$ cat config.mk
export PLATFORM = sky130hd
export DESIGN_NAME = seg_decode
export DESIGN_NICKNAME = d
export VERILOG_FILES = /design/src/rtl/seg_decode.sv
export SDC_FILE = /design/constraint.sdc
export NUM_CORES = 1
export LEC_CHECK = 0
export BUFFER_PORTS_ARGS = -buffer_cell sky130_fd_sc_hd__buf_2
export CORE_MARGIN = 5
export CORE_UTILIZATION = 61
export CTS_BUF_LIST = sky130_fd_sc_hd__clkbuf_4
export DETAILED_ROUTE_END_ITERATION = 6
export GPL_TIMING_DRIVEN = 0
export PLACE_DENSITY = 0.81
export SKIP_LAST_GASP = 1
export SLEW_MARGIN = 20
export SYNTH_ARGS = -nofsm -noshare
export SYNTH_HDL_FRONTEND = slang
export SYNTH_SLANG_ARGS = --single-unit
$ cat constraint.sdc
create_clock -name clk -period 3.44 [get_ports clk]
set_clock_uncertainty 0.1 [all_clocks]
set_input_delay 0 -clock clk [delete_from_list [all_inputs] [get_ports clk]]
set_output_delay 0 -clock clk [all_outputs]
set_load 0.01 [all_outputs]
$ cat src/rtl/seg_decode.sv
// seg_decode: debounced seven-segment pattern decoder feeding a small event FIFO.
//
// A pattern on seg_in must hold for STABLE_CYCLES consecutive samples before
// it is accepted. Each accepted non-blank pattern pushes one event
// {err, data[3:0]} into a DEPTH-entry FIFO. Recognised hex digits give
// err=0 with the digit value; any other non-blank pattern gives err=1, data=0.
// The blank pattern (all segments dark) is idle and never produces an event.
//
// Parameters:
//   STABLE_CYCLES  cycles a pattern must hold before acceptance (2..255)
//   DEPTH          FIFO entries (power of two, 2..16)
//
// Ports:
//   clk        single clock, all state changes on the rising edge
//   rst        synchronous active-high reset
//   seg_in     active-low segment pattern, bit6=a ... bit0=g (0 = lit)
//   out_ready  consumer ready; a pop happens when out_valid && out_ready
//   out_valid  FIFO not empty
//   out_data   decoded digit at FIFO head (0 when FIFO empty)
//   out_err    FIFO head is an unrecognised pattern (0 when FIFO empty)
//   overflow   sticky: an event was dropped because the FIFO was full
//   level      current FIFO occupancy, 0..DEPTH

module seg_decode #(
  parameter int STABLE_CYCLES = 4,
  parameter int DEPTH         = 4
) (
  input  logic                       clk,
  input  logic                       rst,
  input  logic [6:0]                 seg_in,
  input  logic                       out_ready,
  output logic                       out_valid,
  output logic [3:0]                 out_data,
  output logic                       out_err,
  output logic                       overflow,
  output logic [$clog2(DEPTH+1)-1:0] level
);

  localparam int PW = $clog2(DEPTH);
  localparam int LW = $clog2(DEPTH + 1);

  localparam logic [6:0]    BLANK      = 7'b1111111;
  localparam logic [7:0]    CNT_MAX    = 8'(STABLE_CYCLES);
  localparam logic [7:0]    CNT_PUSH   = 8'(STABLE_CYCLES - 1);
  localparam logic [LW-1:0] LEVEL_FULL = LW'(DEPTH);

  logic [6:0]    seg_q;
  logic [7:0]    cnt;
  logic [PW-1:0] wr_ptr;
  logic [PW-1:0] rd_ptr;
  logic [4:0]    mem [DEPTH];

  logic [3:0] digit;
  logic       known;
  logic       is_blank;
  logic [4:0] entry;
  logic [4:0] head;
  logic       push;
  logic       pop;
  logic       full;
  logic       do_write;

  // Pattern-to-digit lookup; anything not listed is flagged as unknown.
  always_comb begin
    digit = 4'h0;
    known = 1'b1;
    case (seg_in)
      7'b0000001: digit = 4'h0;
      7'b1001111: digit = 4'h1;
      7'b0010010: digit = 4'h2;
      7'b0000110: digit = 4'h3;
      7'b1001100: digit = 4'h4;
      7'b0100100: digit = 4'h5;
      7'b0100000: digit = 4'h6;
      7'b0001111: digit = 4'h7;
      7'b0000000: digit = 4'h8;
      7'b0000100: digit = 4'h9;
      7'b0001000: digit = 4'hA;
      7'b1100000: digit = 4'hB;
      7'b0110001: digit = 4'hC;
      7'b1000010: digit = 4'hD;
      7'b0110000: digit = 4'hE;
      7'b0111000: digit = 4'hF;
      default:    known = 1'b0;
    endcase
  end

  assign is_blank = (seg_in == BLANK);
  assign entry    = known ? {1'b0, digit} : 5'b10000;

  // cnt only equals STABLE_CYCLES-1 once per episode on the way up to its
  // saturation value, so this fires exactly once per stable pattern.
  assign push     = (seg_in == seg_q) && (cnt == CNT_PUSH) && !is_blank;

  assign out_valid = (level != '0);
  assign pop       = out_valid && out_ready;
  assign full      = (level == LEVEL_FULL);
  // A full FIFO still accepts a push when the head leaves on the same edge.
  assign do_write  = push && (!full || pop);

  assign head     = mem[rd_ptr];
  assign out_data = out_valid ? head[3:0] : 4'h0;
  assign out_err  = out_valid & head[4];

  // Storage array needs no reset; stale contents are masked by out_valid.
  always_ff @(posedge clk) begin
    if (!rst && do_write) begin
      mem[wr_ptr] <= entry;
    end
  end

  // Stability tracking, FIFO pointers, occupancy and the sticky overflow flag.
  always_ff @(posedge clk) begin
    if (rst) begin
      seg_q    <= BLANK;
      cnt      <= 8'd0;
      wr_ptr   <= '0;
      rd_ptr   <= '0;
      level    <= '0;
      overflow <= 1'b0;
    end else begin
      seg_q <= seg_in;
      if (seg_in != seg_q) begin
        cnt <= 8'd1;
      end else if (cnt < CNT_MAX) begin
        cnt <= cnt + 8'd1;
      end

      if (do_write) begin
        wr_ptr <= wr_ptr + PW'(1);
      end
      if (pop) begin
        rd_ptr <= rd_ptr + PW'(1);
      end

      case ({do_write, pop})
        2'b10:   level <= level + LW'(1);
        2'b01:   level <= level - LW'(1);
        default: level <= level;
      endcase

      if (push && full && !pop) begin
        overflow <= 1'b1;
      end
    end
  end

endmodule
==> results.md, run 1 <==
- Status: finished, final reports clean
- Setup crit start kind: register
- Post-CTS Setup Bufs: 0
- Crit share post-route: 90.47%
- Fin nets: 248
- Clock tree buffer depth: 2
- Slew HR: 53.30%
- Pleak: 0.9044 nW
- Setup_tns: 0 ns
- N_diodes: 0
- Core Box Area: 3606 sq um
- Crit Path Class: reg -> reg
- Fillers: 293
- DIE WIDTH: 70.32 microns
- Pwr Total: 972.0 uW
- Critical Path End Type: register
- Synth cell types: 47
- Seq/Total Area, Yosys: 49.61%
- Post-route minimum period: 3.112 ns
- IO Count: 20
- Register bit count reported by yosys: 45
- Ordered list of cells on the worst path: or4_4 -> or4b_4 -> nor4_4 -> nor2_1 -> fa_1 -> and2_1 -> mux2i_1 -> mux2_2
- Antenna violations before repair: 0
- Gate Count Post-Synth: 207
- Die ar.: 4945 sq um
- Slowest Stage Delay on Critical Path: 0.54 ns
- Vias in the first global route: 1550
- Storage cell area: 1101 sq um
- Worst-skew pair later-pin latency: 0.36 ns
- Mapped Area: 2220 sq um
- Cell area after layout: 2460 sq um
- Post-Synth Adder-Cell Area: 3.720%
- Vias/cell: 5.641
- # port buffers: 16
- Unrepaired setup endpoints after global routing: no
- Hold WC Path Type: in -> reg
- Crit path buf inv count: 0
- Antenna Nets Post-Route: 0
- Vias post-DR: 1585
- Ys flop type: dfxtp_1
- Pre-CTS WS: 0.3707 ns
- Final Hold Vio Count: 0
- CTS tree: built
- PnR worst setup slack: 0.3279 ns
- Crit-path leading delay family: simple AND/OR/NAND/NOR gates
- Std cell rows: 22
- Layout cell share with drive strength beyond 1: 19.74%
- WL/cell: 14.19 microns
- Synth area leaders: edfxtp_1, dfxtp_1, mux4_2, and2_1, xnor2_1
- Final Wtd Congestion: 0.8759
- Synth warn: 0
- Req. time, crit path: 3.61 ns
- Crit path DAT: 3.28 ns
- Largest family of logic cells by synthesized area: simple AND/OR/NAND/NOR gates
- Initial DRC Count: 91
- Pwr per Cell Area: 395.2 nW/um^2
- First-pass GRT wire length: 6851 microns
- Worst-Margin Slew: 0.6908 ns
- Post-Synth Simple-Gate Area: 24.35%
- Placed Area: 2360 sq um
- Starting Density: 61.55%
- Final setup violating endpoints: 0
- Slowest-stage cell, CP: or4b_4
- Number of max-cap violations: 0
- Post-synth ARST share: 0%
- Root Driver: clkbuf_4
- Total grt overflow: 0
- Drt pass-1 iters: 4
- Drc violations: 0
- Synth top area share: 27.06%
- Area of the multi-input gates: 1055 sq um
- Mux contribution to synthesized area: 7.892%
- H-tree depth: 2
- Hold_ws: 0.1296 ns
- Syn Nets: 223
- Achievable Freq: 0.3213 GHz
- Avg Cell Area, Syn: 10.72 sq um
- Leading area contributor after synthesis: edfxtp_1
- CTS clk-pin slew, worst paths: 0.13 ns
- WL final: 3987 microns
- Pin count of the biggest net entering global routing: 15
- Hpwl dp: 2937 microns
- Synth Area in Compound Gates: 6.821%
- Area delta synth->final: 10.82%
- Max-slew violations: 0
- Die height: 70.32 microns
- GRT Util Overall: 17.30%
- VDD IR-drop max: 0.0002532 V
- TritonCTS Buffers: 5
- EDFF count, synth: 20
- CP max FO: 4
- Clock Sinks: 45
- Xor/xnor share of the synthesized area: 4.735%
==> state kept, by name (all words and copies together), names as in the netlist, named ones only <==
signal,count
cnt,8
level,3
mem,20
overflow,1
rd_ptr,2
seg_q,7
wr_ptr,2
==> final cells by class <==
class / count / area share [%]
flip-flops and latches: 45 / 44.76
multi-input cells: 145 / 42.88
repair buffers: 18 / 4.069
well taps: 48 / 2.442
plain buffers: 15 / 2.289
clock buffers: 6 / 1.831
clock inverters: 2 / 1.424
inverters: 2 / 0.3052
==> cells by family after synthesis <==
group,after synthesis
AO/OA/AOI/OAI,25
XOR/XNOR,12
adder cells (fa/ha/maj),6
buffers and inverters,17
flip-flops,45
multiplexers,11
AND/OR/NAND/NOR,91
==> synthesized netlist by cell type, types with 5 or more instances <==
master and count:
nand3_1 8, o21ai_0 8, and2_1 16, nor2_1 18, clkbuf_1 15, or2_2 8
nor3_1 5, edfxtp_1 20, xnor2_1 9, nand2_1 10, mux4_2 5, dfxtp_1 25
ha_1 5, a21oi_1 8
==> placed cells by master, fill, tap and decap left out, types with 3 or more instances in the layout <==
cell type / netlist / final
dfxtp_1: 25 / 25
edfxtp_1: 20 / 20
nor2_1: 18 / 18
and2_1: 16 / 16
buf_2: 0 / 16
clkbuf_1: 15 / 15
nand2_1: 10 / 10
xnor2_1: 9 / 9
a21oi_1: 8 / 8
nand3_1: 8 / 8
o21ai_0: 8 / 8
or2_2: 8 / 8
clkbuf_4: 0 / 6
mux4_2: 5 / 5
nor3_1: 5 / 5
ha_1: 5 / 5
nand4_1: 4 / 4
mux2i_1: 4 / 4
xor2_1: 3 / 3
==> tightest hold or removal path, delay by kind of cell <==
kind	cells	cell delay [ns]
AND/OR/NAND/NOR	2	0.24
AO/OA/AOI/OAI	1	0.13
buffers and inverters	1	0.12
XOR/XNOR	1	0.07
==> report_power, final <==
part           switching (mW)  internal [mW]  leakage [nW]  total [mW]
combinational          0.0469         0.0323         0.484      0.0792
clock                   0.167          0.160        0.0456       0.327
sequential            0.00305          0.562         0.375       0.566
==> worst paths after layout <==
path	from	end	slack, ns	cells after the start
worst min register to register	cnt[5]	cnt[5]	0.38	1
worst max-delay path	cnt[2]	level[2]	0.33	8
worst max register to register	cnt[2]	level[2]	0.33	8
worst min-delay path	seg_in[0]	cnt[0]	0.13	5
==> timing repair <==
item                       in CTS  in global routing
hold endpoints to repair        3                  0
setup endpoints to repair       0                  0
gates resized for setup         0                  0
hold buffers                    2                  0
==> through the flow <==
step / cells / utilization [%]
2_1_floorplan: 207 / -
3_3_place_gp: 271 / 65.44
3_5_place_dp: 271 / 65.44
4_1_cts: 281 / 68.22
5_1_grt: 281 / 68.22
6_report: 281 / 68.22
==> metal layers <==
metal | vias to the layer above | GRT usage, % | share of wire, %
li1 | 787 | - | -
met1 | 749 | 20.96 | 44
met2 | 35 | 27.23 | 48
met3 | 14 | 4.892 | 4.2
met4 | 0 | 10.21 | 3.3
met5 | - | 0 | 0
No activity file was read; power rests on OpenSTA's default activity.
==> run 2, diff against run 1 <==
ABC_AREA = 1   (was default)
HOLD_SLACK_MARGIN = 0.08   (was default)
PLACE_DENSITY = 0.82   (was 0.81)
==> results.md, run 2 <==
- Hold_ws: 0.3132 ns
- Slowest-stage cell, CP: dfxtp_1
- Unrepaired setup endpoints after global routing: no
- Post-route minimum period: 2.077 ns
- Top flop regs: mem: 20 flops, cnt: 8 flops, seg_q: 7 flops
- Antenna violations before repair: 0
- Mapped Area: 2138 sq um
- Pleak: 1.069 nW
- Synth cell types: 29
- Hold Crit Start: rst
- Status: finished, final reports clean
- CP max FO: 5
- Final setup violating endpoints: 0
- Gate Count Post-Synth: 258
- Ys flop type: dfxtp_1
- WHS Endpoint: level[0]
- Core Box Area: 3363 sq um
- CTS tree: built
- Hold WC Path Type: in -> reg
- Hold-fix buffers, CTS: 10
- Worst R2R Setup Slack: 1.36 ns
- Pwr per Cell Area: 352.6 nW/um^2
- Hpwl dp: 2787 microns
- Synth warn: 0
- Achievable Freq: 0.4814 GHz
- First-pass GRT wire length: 6637 microns
- Util after Layout: 72.73%
- CTS clk-pin slew, worst paths: 0.12 ns
- Post-CTS Setup Bufs: 0
- PnR worst setup slack: 1.363 ns
- Starting Density: 63.58%
- Worst r2r src: cnt[0]
- Fin nets: 310
- IO Count: 20
- Register bit count reported by yosys: 45
- Worst-skew pair later-pin latency: 0.35 ns
- Clock Sinks: 45
- Initial DRC Count: 93
- Number of max-cap violations: 0
- Slew HR: 54.52%
- Most common cell after layout, fill and taps aside: nor2_1
- Std cell rows: 21
- Worst Hold Depth: 3
- Seq/Total Area, Yosys: 51.49%
- Synth top area share: 28.09%
- Area delta synth->final: 14.39%
- Crit share post-route: 60.39%
- Synth area leaders: edfxtp_1, dfxtp_1, nor2_1, nand2_1, inv_1
- WL/cell: 11.18 microns
- Max-slew violations: 0
- N_diodes: 0
- DIE WIDTH: 69.21 microns
- Pin count of the biggest net entering global routing: 15
- Final Hold Vio Count: 0
- Commonest cells after routing, fill and taps aside: nor2_1, nand2_1, inv_1
- Syn Nets: 274
- Leading area contributor after synthesis: edfxtp_1
- Post_cts resized: 0
- # port buffers: 19
- Req. time, crit path: 3.60 ns
- Total grt overflow: 0
- Commonest cells post-synth: nor2_1, nand2_1, inv_1, dfxtp_1, edfxtp_1
- Vias/cell: 5.082
- Slowest Stage Delay on Critical Path: 0.38 ns
- Drc violations: 0
- H-tree depth: 2
- Drt pass-1 iters: 4
- Avg Cell Area, Syn: 8.288 sq um
- Layout cell share with drive strength beyond 1: 14.92%
- Worst-Margin Slew: 0.6771 ns
- Setup_tns: 0 ns
- WL final: 3811 microns
- EDFF count, synth: 20
- Root Driver: clkbuf_4
- Crit path DAT: 2.24 ns
- Final Wtd Congestion: 0.8526
- Most frequent cell after synthesis: nor2_1
- Post-synth ARST share: 0%
- Die ar.: 4789 sq um
- Antenna Nets Post-Route: 0
- Vias post-DR: 1733
- Die height: 69.21 microns
- GRT Util Overall: 16.92%
- Critical Path End Type: register
- Crit Path Class: reg -> reg
- Max reg flops: 20
- TritonCTS Buffers: 5
- Clock tree buffer depth: 2
- Vias in the first global route: 1560
- FF-to-FF path depth: 11
- Setup crit start kind: register
- Pre-CTS WS: 1.387 ns
- VDD IR-drop max: 0.0002472 V
- Ordered list of cells on the worst path: ha_1 -> nand4_1 -> nor2_1 -> nand2_2 -> nand2_4 -> inv_1 -> fa_1 -> inv_1 -> nand2_4 -> a21oi_1 -> nor2_1
- R2R Path End: level[2]
- Fillers: 285
- Most flop-heavy register: mem
## run 2: report_power, final
part	internal, mW	leakage, nW	switching, mW
Clock	0.0781	0.0353	0.159
Sequential	0.562	0.391	0.00256
Combinational	0.0245	0.643	0.0361
## run 2: worst max-delay path, delay by kind of cell (launching register included)
family | cells | cell delay (ns)
AND/OR/NAND/NOR | 6 | 0.66
adder cells (fa/ha/maj) | 2 | 0.56
AO/OA/AOI/OAI | 1 | 0.13
flip-flops | 1 | 0.38
buffers and inverters | 2 | 0.16
## run 2: layer usage
metal	vias to the layer above	wire length, microns	global-route usage (%)
met5	-	0	0
met4	0	68	7.158
met3	7	144	3.478
met2	31	1842	28.28
met1	782	1755	21.15
li1	913	-	-
## run 2: worst max-delay path by stage
| stage | startpoint | to |
|---|---|---|
| floorplan | level[0] | level[2] |
| global placement | cnt[0] | level[2] |
| detailed placement | cnt[0] | level[2] |
| CTS | cnt[0] | level[2] |
| global route | seg_in[6] | level[2] |
| finish | cnt[0] | level[2] |
## run 2: stage by stage
| step | power [mW] | instances | area, sq um |
|---|---|---|---|
| 2_1_floorplan | 0.6085 | 258 | 2138 |
| 3_3_place_gp | 0.6264 | 323 | 2291 |
| 3_5_place_dp | 0.6274 | 323 | 2291 |
| 4_1_cts | 0.8701 | 341 | 2446 |
| 5_1_grt | 0.9072 | 341 | 2446 |
| 6_report | 0.8624 | 341 | 2446 |
## run 2: cell type report
cell class / count / area, sq um / share of cell area (%)
Inverter: 39 / 146.4 / 5.985
Tap cell: 46 / 57.56 / 2.353
Buffer: 2 / 17.52 / 0.7161
Clock buffer: 5 / 37.54 / 1.535
Sequential cell: 45 / 1101 / 45.01
Multi-Input combinational cell: 172 / 873.3 / 35.70
Clock inverter: 3 / 17.52 / 0.7161
Timing Repair Buffer: 29 / 195.2 / 7.980
## run 2: logic make-up after synthesis
family / synth area share [%]
flip-flops: 51.49
adder cells (fa/ha/maj): 3.862
AND/OR/NAND/NOR: 26.39
AO/OA/AOI/OAI: 9.772
buffers and inverters: 7.665
XOR/XNOR: 0.8193
==> run 3, diff against run 2 <==
ABC_AREA = 0   (was 1)
PLACE_DENSITY = 0.81   (was 0.82)
clock period = 2 ns   (was 3.44 ns; I/O delays follow)
==> results.md, run 3 (synthesized netlist as in run 1, its figures left out) <==
- # port buffers: 16
- Slew HR: 46.50%
- Slowest Stage Delay on Critical Path: 0.53 ns
- Worst-skew pair later-pin latency: 0.36 ns
- Hpwl dp: 2966 microns
- Max reg flops: 20
- Die ar.: 4945 sq um
- Pwr per Cell Area: 611.9 nW/um^2
- Max-slew violations: 0
- Worst Hold Depth: 5
- Req. time, crit path: 2.15 ns
- Wl on met1: 1701 microns
- Most flop-heavy register: mem
- Vias post-DR: 1587
- Crit path buf inv count: 0
- Total grt overflow: 0
- Layout cell share with drive strength beyond 1: 23.31%
- Unrepaired setup endpoints after global routing: yes
- VDD IR-drop max: 0.0004413 V
- Drt pass-1 iters: 4
- Crit Path Class: reg -> reg
- Std cell rows: 22
- Pleak: 0.9282 nW
- Antenna violations before repair: 0
- CP max FO: 2
- CTS clk-pin slew, worst paths: 0.13 ns
- WL final: 3997 microns
- Clock tree buffer depth: 2
- Placed Area: 2379 sq um
- Vias/cell: 5.588
- Initial DRC Count: 65
- Crit path DAT: 3.02 ns
- Most common cell after layout, fill and taps aside: dfxtp_1
- Status: complete, but fails checks
- Area delta synth->final: 12.29%
- Hold WC Path Type: in -> reg
- Fin nets: 251
- Final setup violating endpoints: 26
- Highest metal layer with signal wires: met4
- Crit share post-route: 143.2%
- FF-to-FF path depth: 8
- Setup crit start kind: register
- Core Box Area: 3606 sq um
- Root Driver: clkbuf_4
- Final Hold Vio Count: 0
- Slowest-stage cell, CP: or4_4
- Post-route minimum period: 2.864 ns
- N_diodes: 0
- WL met3: 204 microns
- CP Depth: 8
- Pwr Total: 1.525 mW
- Vias in the first global route: 1500
- Setup_tns: -18.52 ns
- TritonCTS Buffers: 5
- Top flop regs: mem: 20 flops, cnt: 8 flops, seg_q: 7 flops
- Worst-Margin Slew: 0.7914 ns
- Number of max-cap violations: 0
- Hold_ws: 0.1449 ns
- Crit-path leading delay family: simple AND/OR/NAND/NOR gates
- Cell area after layout: 2492 sq um
- Pin count of the biggest net entering global routing: 15
- Drc violations: 0
- GRT Util Overall: 17.60%
- First-pass GRT wire length: 6858 microns
- Die height: 70.32 microns
- Final Wtd Congestion: 0.8602
- H-tree depth: 2
- WL/cell: 14.07 microns
- Antenna Nets Post-Route: 0
- CTS tree: built
- Starting Density: 61.55%
- Failing checks: setup timing
- Critical Path End Type: register
- Fillers: 261
- Clock Sinks: 45
- Commonest cells after routing, fill and taps aside: dfxtp_1, edfxtp_1, nor2_1
- Achievable Freq: 0.3491 GHz
- Ordered list of cells on the worst path: or4_4 -> or4b_4 -> nor4_4 -> nor2_1 -> fa_2 -> and2_1 -> mux2i_1 -> mux2_2
- Wire length on met2: 2019 microns
- IO Count: 20
- DIE WIDTH: 70.32 microns
- PnR worst setup slack: -0.8642 ns
- Pre-CTS WS: -0.9362 ns
[run 3: final timing paths]
| path | startpoint | endpoint | slack [ns] |
|---|---|---|---|
| setup / recovery | cnt[2] | level[2] | -0.86 |
| hold / removal | seg_in[0] | cnt[0] | 0.14 |
| setup reg to reg | cnt[2] | level[2] | -0.86 |
| hold reg to reg | cnt[5] | cnt[5] | 0.38 |
[run 3: report_power, final]
part	internal [mW]	switching (mW)	leakage (nW)
combinational	0.0562	0.0798	0.521
clock	0.133	0.282	0.0326
sequential	0.967	0.00630	0.375
[run 3: layout make-up]
class                   instances  area (sq um)  area share (%)
flip-flops and latches         45          1101           44.18
multi-input cells             145          1086           43.57
repair buffers                 22         130.1           5.221
well taps                      48         60.06           2.410
plain buffers                  14         52.55           2.108
clock buffers                   5         37.54           1.506
clock inverters                 3         17.52          0.7028
inverters                       2         7.507          0.3012
[run 3: worst reg2reg max path: stages, from the launching register on]
cell     delay, ns
dfxtp_1       0.33
or4_4         0.53
or4b_4        0.51
nor4_4        0.19
nor2_1        0.10
fa_2          0.34
and2_1        0.15
mux2i_1       0.15
mux2_2        0.35
[run 3: metal layers]
metal | vias to the layer above | global-route usage (%)
met5 | - | 0
met4 | 0 | 7.021
met3 | 7 | 5.324
met2 | 39 | 29.73
met1 | 747 | 20.76
li1 | 794 | -
[run 3: through the flow]
stage,util [%],cells
2_1_floorplan,-,207
3_3_place_gp,65.96,271
3_5_place_dp,65.96,271
4_1_cts,68.36,282
5_1_grt,69.12,284
6_report,69.12,284
[run 3: timing repair]
item                                    CTS  global route
hold buffers                              2             0
endpoints found under the hold margin     4             0
pin swaps                                 0             1
resized for setup                         1             2
endpoints found under the setup margin   27            26
buffers inserted                          2             2
